==> src/rtl/trng_pkg.sv <==
// Shared types and default parameter values for the TRNG harvester.
// Latency: n/a (types and constants only).
// Backpressure: n/a.
package trng_pkg;

    typedef enum logic [2:0] {
        ST_IDLE    = 3'd0,
        ST_WARMUP  = 3'd1,
        ST_COLLECT = 3'd2,
        ST_HOLD    = 3'd3,
        ST_FAIL    = 3'd4
    } state_e;

    localparam int DEF_NUM_CELLS  = 8;
    localparam int DEF_WORD_W     = 8;
    localparam int DEF_WARMUP_CYC = 16;
    localparam int DEF_REP_LIMIT  = 32;

endpackage

==> src/rtl/trng_harvester_if.sv <==
// Control, test-injection and output-word handshake bundle for trng_harvester.
// Latency: n/a (wires only).
// Backpressure: out_valid/out_ready; the producer holds out_data until accepted.
// Ports: enable, mode_raw, tst_en, tst_bit, out_ready (to harvester);
//        out_data, out_valid, busy, health_fail (from harvester).
interface trng_harvester_if
    import trng_pkg::*;
#(
    parameter int WORD_W = DEF_WORD_W
);
    logic              enable;
    logic              mode_raw;
    logic              tst_en;
    logic              tst_bit;
    logic              out_ready;
    logic [WORD_W-1:0] out_data;
    logic              out_valid;
    logic              busy;
    logic              health_fail;

    // master: the controlling / consuming side
    modport master (
        output enable, mode_raw, tst_en, tst_bit, out_ready,
        input  out_data, out_valid, busy, health_fail
    );

    // slave: the harvester itself
    modport slave (
        input  enable, mode_raw, tst_en, tst_bit, out_ready,
        output out_data, out_valid, busy, health_fail
    );
endinterface

==> src/rtl/metastable_cell.sv <==
// Behavioural entropy cell: SR element forced by s/r, racing when both are driven.
// Latency: 1 cycle from s/r to q.
// Backpressure: none.
// Ports: clk, rst (sync, active-high), s (set), r (reset), q (cell output).
module metastable_cell (
    input  logic clk,
    input  logic rst,
    input  logic s,
    input  logic r,
    output logic q
);
    logic q_q, q_d;

    // In silicon s=r=1 resolves unpredictably; the RTL model toggles so that the
    // cell is live but deterministic in simulation.
    always_comb begin
        q_d = q_q;
        case ({s, r})
            2'b10:   q_d = 1'b1;
            2'b01:   q_d = 1'b0;
            2'b11:   q_d = ~q_q;
            default: q_d = q_q;
        endcase
    end

    always_ff @(posedge clk) begin
        if (rst) begin
            q_q <= 1'b0;
        end else begin
            q_q <= q_d;
        end
    end

    assign q = q_q;
endmodule

==> src/rtl/trng_harvester.sv <==
// Harvests entropy cells into words: warm-up discard, optional von Neumann debias, repetition health test.
// Latency: sample reaches the debiaser 2 cycles after injection; out_valid rises the cycle after the last bit.
// Backpressure: word held in HOLD until out_valid & out_ready; collection pauses meanwhile.
// Ports: clk, rst (sync, active-high), bus (trng_harvester_if.slave).
module trng_harvester
    import trng_pkg::*;
#(
    parameter int NUM_CELLS  = DEF_NUM_CELLS,
    parameter int WORD_W     = DEF_WORD_W,
    parameter int WARMUP_CYC = DEF_WARMUP_CYC,
    parameter int REP_LIMIT  = DEF_REP_LIMIT
) (
    input  logic              clk,
    input  logic              rst,
    trng_harvester_if.slave   bus
);
    localparam int         CNT_W     = $clog2(WORD_W + 1);
    localparam logic [7:0] WARM_LAST = 8'(WARMUP_CYC - 1);
    localparam logic [7:0] REP_LIM   = 8'(REP_LIMIT);

    state_e            state_q, state_d;
    logic              mode_raw_q, mode_raw_d;
    logic              sync1_q, sync1_d;
    logic              sync2_q, sync2_d;
    logic [7:0]        warm_cnt_q, warm_cnt_d;
    logic [7:0]        rep_cnt_q, rep_cnt_d;
    logic              rep_last_q, rep_last_d;
    logic              pair_have_q, pair_have_d;
    logic              pair_first_q, pair_first_d;
    logic [CNT_W-1:0]  bit_cnt_q, bit_cnt_d;
    logic [WORD_W-1:0] data_q, data_d;
    logic              valid_q, valid_d;
    logic              health_q, health_d;

    logic                 cells_run;
    logic [NUM_CELLS-1:0] cell_q;
    logic                 sample;
    logic [7:0]           rep_next;
    logic                 rep_fail;
    logic                 emit;
    logic                 emit_bit;
    logic                 to_idle;

    // Cells race only while the harvester is sampling; otherwise held reset.
    assign cells_run = (state_q == ST_WARMUP) || (state_q == ST_COLLECT) ||
                       (state_q == ST_HOLD);

    genvar g;
    generate
        for (g = 0; g < NUM_CELLS; g++) begin : g_cell
            metastable_cell u_cell (
                .clk (clk),
                .rst (rst),
                .s   (cells_run),
                .r   (1'b1),
                .q   (cell_q[g])
            );
        end
    endgenerate

    assign sample = sync2_q;

    always_comb begin
        state_d      = state_q;
        mode_raw_d   = mode_raw_q;
        sync1_d      = bus.tst_en ? bus.tst_bit : ^cell_q;
        sync2_d      = sync1_q;
        warm_cnt_d   = warm_cnt_q;
        rep_cnt_d    = rep_cnt_q;
        rep_last_d   = rep_last_q;
        pair_have_d  = pair_have_q;
        pair_first_d = pair_first_q;
        bit_cnt_d    = bit_cnt_q;
        data_d       = data_q;
        valid_d      = valid_q;
        health_d     = health_q;
        rep_next     = 8'd1;
        rep_fail     = 1'b0;
        emit         = 1'b0;
        emit_bit     = 1'b0;
        to_idle      = 1'b0;

        // Repetition test runs on every sample taken, including while a word waits in HOLD.
        if (cells_run) begin
            if ((rep_cnt_q != 8'd0) && (sample == rep_last_q)) begin
                rep_next = rep_cnt_q + 8'd1;
            end
            rep_cnt_d  = rep_next;
            rep_last_d = sample;
            rep_fail   = (rep_next == REP_LIM);
        end

        // A health failure overrides enable changes and a same-cycle handshake;
        // the held word is simply dropped.
        if (rep_fail) begin
            state_d  = ST_FAIL;
            health_d = 1'b1;
            valid_d  = 1'b0;
        end else begin
            case (state_q)
                ST_IDLE: begin
                    rep_cnt_d = 8'd0;
                    if (bus.enable) begin
                        state_d    = ST_WARMUP;
                        mode_raw_d = bus.mode_raw;
                        warm_cnt_d = 8'd0;
                    end
                end
                ST_WARMUP: begin
                    if (!bus.enable) begin
                        to_idle = 1'b1;
                    end else begin
                        warm_cnt_d = warm_cnt_q + 8'd1;
                        if (warm_cnt_q == WARM_LAST) begin
                            state_d = ST_COLLECT;
                        end
                    end
                end
                ST_COLLECT: begin
                    if (!bus.enable) begin
                        to_idle = 1'b1;
                    end else begin
                        if (mode_raw_q) begin
                            emit     = 1'b1;
                            emit_bit = sample;
                        end else if (!pair_have_q) begin
                            pair_have_d  = 1'b1;
                            pair_first_d = sample;
                        end else begin
                            // Non-overlapping pairs: 01 -> 0, 10 -> 1, equal pairs dropped.
                            pair_have_d = 1'b0;
                            if (pair_first_q != sample) begin
                                emit     = 1'b1;
                                emit_bit = pair_first_q;
                            end
                        end
                        if (emit) begin
                            data_d    = (data_q << 1) | WORD_W'(emit_bit);
                            bit_cnt_d = bit_cnt_q + CNT_W'(1);
                            if (bit_cnt_q == CNT_W'(WORD_W - 1)) begin
                                valid_d     = 1'b1;
                                state_d     = ST_HOLD;
                                pair_have_d = 1'b0;
                            end
                        end
                    end
                end
                ST_HOLD: begin
                    pair_have_d = 1'b0;
                    // enable is ignored here: the word is only released by a handshake.
                    if (valid_q && bus.out_ready) begin
                        valid_d   = 1'b0;
                        bit_cnt_d = '0;
                        state_d   = bus.enable ? ST_COLLECT : ST_IDLE;
                    end
                end
                ST_FAIL: begin
                    valid_d = 1'b0;
                end
                default: begin
                    state_d = ST_IDLE;
                end
            endcase
        end

        if (to_idle) begin
            state_d     = ST_IDLE;
            bit_cnt_d   = '0;
            pair_have_d = 1'b0;
            data_d      = '0;
            rep_cnt_d   = 8'd0;
        end
    end

    always_ff @(posedge clk) begin
        if (rst) begin
            state_q      <= ST_IDLE;
            mode_raw_q   <= 1'b0;
            sync1_q      <= 1'b0;
            sync2_q      <= 1'b0;
            warm_cnt_q   <= 8'd0;
            rep_cnt_q    <= 8'd0;
            rep_last_q   <= 1'b0;
            pair_have_q  <= 1'b0;
            pair_first_q <= 1'b0;
            bit_cnt_q    <= '0;
            data_q       <= '0;
            valid_q      <= 1'b0;
            health_q     <= 1'b0;
        end else begin
            state_q      <= state_d;
            mode_raw_q   <= mode_raw_d;
            sync1_q      <= sync1_d;
            sync2_q      <= sync2_d;
            warm_cnt_q   <= warm_cnt_d;
            rep_cnt_q    <= rep_cnt_d;
            rep_last_q   <= rep_last_d;
            pair_have_q  <= pair_have_d;
            pair_first_q <= pair_first_d;
            bit_cnt_q    <= bit_cnt_d;
            data_q       <= data_d;
            valid_q      <= valid_d;
            health_q     <= health_d;
        end
    end

    assign bus.out_data    = data_q;
    assign bus.out_valid   = valid_q;
    assign bus.busy        = (state_q != ST_IDLE);
    assign bus.health_fail = health_q;

endmodule

==> src/flat_wrapper.sv <==
// flat-port wrapper written by rule: the top's interface ports become plain ports
module trng_harvester_flat import trng_pkg::*;
#(
    parameter int NUM_CELLS  = DEF_NUM_CELLS,
    parameter int WORD_W     = DEF_WORD_W,
    parameter int WARMUP_CYC = DEF_WARMUP_CYC,
    parameter int REP_LIMIT  = DEF_REP_LIMIT
)
  (clk, rst, bus_enable, bus_mode_raw, bus_tst_en, bus_tst_bit, bus_out_ready, bus_out_data, bus_out_valid, bus_busy, bus_health_fail);
  trng_harvester_if #(.WORD_W(WORD_W)) bus_i ();
  input  logic clk;
  input  logic rst;
  input wire logic [$bits(bus_i.enable)-1:0] bus_enable;
  input wire logic [$bits(bus_i.mode_raw)-1:0] bus_mode_raw;
  input wire logic [$bits(bus_i.tst_en)-1:0] bus_tst_en;
  input wire logic [$bits(bus_i.tst_bit)-1:0] bus_tst_bit;
  input wire logic [$bits(bus_i.out_ready)-1:0] bus_out_ready;
  output wire logic [$bits(bus_i.out_data)-1:0] bus_out_data;
  output wire logic [$bits(bus_i.out_valid)-1:0] bus_out_valid;
  output wire logic [$bits(bus_i.busy)-1:0] bus_busy;
  output wire logic [$bits(bus_i.health_fail)-1:0] bus_health_fail;
  assign bus_i.enable = bus_enable;
  assign bus_i.mode_raw = bus_mode_raw;
  assign bus_i.tst_en = bus_tst_en;
  assign bus_i.tst_bit = bus_tst_bit;
  assign bus_i.out_ready = bus_out_ready;
  assign bus_out_data = bus_i.out_data;
  assign bus_out_valid = bus_i.out_valid;
  assign bus_busy = bus_i.busy;
  assign bus_health_fail = bus_i.health_fail;
  trng_harvester #(.NUM_CELLS(NUM_CELLS), .WORD_W(WORD_W), .WARMUP_CYC(WARMUP_CYC), .REP_LIMIT(REP_LIMIT)) u_core (.clk(clk), .rst(rst), .bus(bus_i));
endmodule
==> config.mk <==
export PLATFORM = sky130hd
export DESIGN_NAME = trng_harvester_flat
export DESIGN_NICKNAME = d
export VERILOG_FILES = /design/src/rtl/trng_pkg.sv /design/src/rtl/trng_harvester_if.sv /design/src/rtl/metastable_cell.sv /design/src/rtl/trng_harvester.sv /design/src/flat_wrapper.sv
export SDC_FILE = /design/constraint.sdc
export NUM_CORES = 1
export LEC_CHECK = 0
export BUFFER_PORTS_ARGS = -buffer_cell sky130_fd_sc_hd__buf_2
export CAP_MARGIN = 20
export CORE_ASPECT_RATIO = 1.75
export CORE_MARGIN = 2
export CORE_UTILIZATION = 45
export DETAILED_ROUTE_END_ITERATION = 7
export GPL_ROUTABILITY_DRIVEN = 0
export HOLD_SLACK_MARGIN = 0.12
export PLACE_DENSITY = 0.65
export SYNTH_ARGS = -nofsm -noshare
export SYNTH_HDL_FRONTEND = slang
export SYNTH_SLANG_ARGS = --single-unit
==> constraint.sdc <==
create_clock -name clk -period 4.5 [get_ports clk]
set_clock_uncertainty 0.15 [all_clocks]
set_input_delay 0.225 -clock clk [delete_from_list [all_inputs] [get_ports clk]]
set_output_delay 0.225 -clock clk [all_outputs]
set_load 0.02 [all_outputs]
==> results.md <==
* Vias in the first global route at 2032
* Root buffer cell: clkbuf_8
* Num ports at 18
* Ys flop type: dfxtp_1
* Chip width at 59.4 µm
* CP endpoint kind: register
* Power density cells at 283 nW/µm²
* Vias at 2120
* Final Hold Viols at 0
* Post-Syn Area at 2420 µm²
* Worst hold path type: primary input to register
* Core area at 5210 µm²
* Fin crit period at 2940 ps
* Nets at 318
* Worst R2R Path Depth at 8
* Initial antenna violation count at 0
* FF/Latch Area at 941 µm²
* F_max at 340 MHz
* Post-DP HPWL at 3.71 mm
* Post-CTS sizing at 0
* Drt first pass iters at 4
* Post-Synthesis Cells at 290
* Ys async rst share at 0
* Largest net degree at the start of global routing at 27
* Commonest non-fill, non-tap cell in the layout: dfxtp_1
* Num rows at 35
* Reg2Reg Setup Slack at 1560 ps
* Syn nets at 303
* WHS Endpoint: u_core.sync1_q
* CTS clock-pin slew for the worst setup and hold paths at 90 ps
* R2r endpoint: u_core.pair_first_q
* Most frequent cells in the layout: dfxtp_1 (47), a21oi_1 (33), nor2_1 (31)
* Final Power at 0.746 mW
* Clock sink count at 47
* Share of cells above drive strength 1 at 0.121
* CP startpoint kind: register
* Crit path required time at 4580 ps
* GRT Residual Overflow at 0
* Max-slew violations at 0
* CTS Buffer Depth at 2
* Setup ws final at 1560 ps
* TritonCTS Buffers at 5
* Mean Syn Cell Area at 8.34 µm²
* Status: completed
* Area of the multi-input gates at 1380 µm²
* H-tree levels at 2
* Vias per std cell at 5.87
* Netlist cell types at 55
* Fillers at 521
* Critical path peak fanout at 15
* Ant. Diodes at 0
* VDD IR-drop max at 0.176 mV
* Relative slew slack at 0.282
* CTS tree: done
* CP Class: register to register
* Post-route clock period utilization at 0.654
* Sum Neg Setup Slack at 0 ps
* Remaining DRCs at 0
* Register area share after synthesis at 0.389
* Die ar. at 6000 µm²
* Syn. warnings at 0
* RSZ-0062 raised after global routing: no
* Hold Path Cell Cnt at 2
* Final ANT Viol Nets at 0
* Post-synth EDFFs at 0
* Max-Cap Viols at 0
* Final setup vio count at 0
* Final wirelength at 5.15 mm
* Hold slack final at 124 ps
* Reg2Reg Launch Point: u_core.rep_cnt_q[0]
* Initial Utilization at 0.464
* Pre-CTS WS at 1570 ps
* GRT Resource Usage Total at 0.188
* Die Ht at 101 µm
* First-pass GRT wire length at 8.85 mm
* IO buf count at 17
* Clk Latency, worst-skew pair at 300 ps
* HP Start: rst
* Layout area overhead at 9.05%
* Leak at 0.926 nW
* Yosys reg bits at 47
* 1st-iter DRT viols at 84
* Routed len/inst at 14.3 µm
* Worst Max-Slew Pin Slew at 1070 ps
* Critical path arrival at 3020 ps
[report_power, final]
group | switching (mW) | leakage, nW | internal (mW)
logic | 0.0383 | 0.503 | 0.0288
registers | 0.00901 | 0.381 | 0.424
clock network | 0.136 | 0.0422 | 0.109
[what timing repair did]
| item | 4_1_cts | 5_1_grt |
|---|---|---|
| hold buffers | 3 | 0 |
| setup buffers | 0 | 0 |
| hold endpoints to repair | 2 | 0 |
| setup endpoints to repair | 0 | 0 |
[area by class of cell]
class	count	area share
Multi-Input combinational cell	218	0.521
Sequential cell	47	0.357
Timing Repair Buffer	22	0.0493
Clock buffer	7	0.0289
Tap cell	55	0.0261
Inverter	11	0.0157
Clock inverter	1	0.00190
[routing by layer]
metal,global-route usage,up-vias,share of wire
met2,0.347,32,0.54
met4,0.0717,0,0.016
li1,-,1079,-
met5,0,-,0
met1,0.207,1002,0.42
met3,0.0295,7,0.031
[sequential cells by signal, summed over array words and instances, names as in the netlist]
register / flops
u_core.bus.out_data: 8
u_core.g_cell.u_cell.q: 8
u_core.rep_cnt_q: 8
u_core.warm_cnt_q: 8
u_core.bit_cnt_q: 4
u_core.state_q: 3
u_core.bus.health_fail: 1
u_core.bus.out_valid: 1
u_core.mode_raw_q: 1
u_core.pair_first_q: 1
u_core.pair_have_q: 1
u_core.rep_last_q: 1
u_core.sample: 1
u_core.sync1_q: 1
[Yosys cell counts (3+ instances only)]
| cell type | instances | area, µm² |
|---|---|---|
| nand3_1 | 18 | 90.1 |
| a21oi_1 | 33 | 165 |
| nor2b_1 | 5 | 31.3 |
| ha_1 | 6 | 75.1 |
| o31ai_1 | 6 | 45.0 |
| clkbuf_1 | 11 | 41.3 |
| inv_1 | 11 | 41.3 |
| dfxtp_1 | 47 | 941 |
| a21boi_0 | 5 | 37.5 |
| or4_1 | 5 | 37.5 |
| o21ai_0 | 22 | 110 |
| nor2_1 | 31 | 116 |
| nand2_1 | 10 | 37.5 |
| mux2i_1 | 3 | 30.0 |
| xnor2_1 | 9 | 78.8 |
| nand2b_1 | 8 | 50.1 |
| nor3_1 | 6 | 30.0 |
| or3_1 | 7 | 43.8 |
| and3_1 | 3 | 18.8 |
[stage by stage]
stage                      util  cell area [µm²]  cells
after global routing      0.506             2640    361
after CTS                 0.506             2640    361
after detailed placement  0.485             2530    350
final                     0.506             2640    361
after floorplan               -             2420    290
after global placement    0.485             2530    350
[worst max path at each step]
stage	startpoint	to	slack, ps	cells after the start
after global placement	u_core.rep_cnt_q[0]	u_core.warm_cnt_q[7]	1670	8
after CTS	u_core.rep_cnt_q[0]	u_core.warm_cnt_q[6]	1550	8
after global routing	u_core.rep_cnt_q[0]	u_core.pair_first_q	1310	7
after detailed placement	u_core.rep_cnt_q[0]	u_core.warm_cnt_q[6]	1570	8
final	u_core.rep_cnt_q[0]	u_core.pair_first_q	1560	8
after floorplan	u_core.rep_cnt_q[0]	u_core.bit_cnt_q[1]	1950	9
[logic make-up (layout without fill, tap and decap cells)]
group,count (synthesis),after routing,synth area share
fa+ha+maj,6,6,0.0310
mux,3,3,0.0124
xor+xnor,10,10,0.0362
buf+inv,25,41,0.0424
simple gates,111,111,0.252
compound gates,88,88,0.237
flops,47,47,0.389
[critical path, stage by stage, from the launching register on]
cell and delay, ps:
dfxtp_1 500, inv_1 80, ha_1 200, nand2b_1 100, o311ai_2 100, or4_4 460
o41ai_2 860, o21ai_0 250, a21oi_1 180
Power figures use the tool's default switching activity.
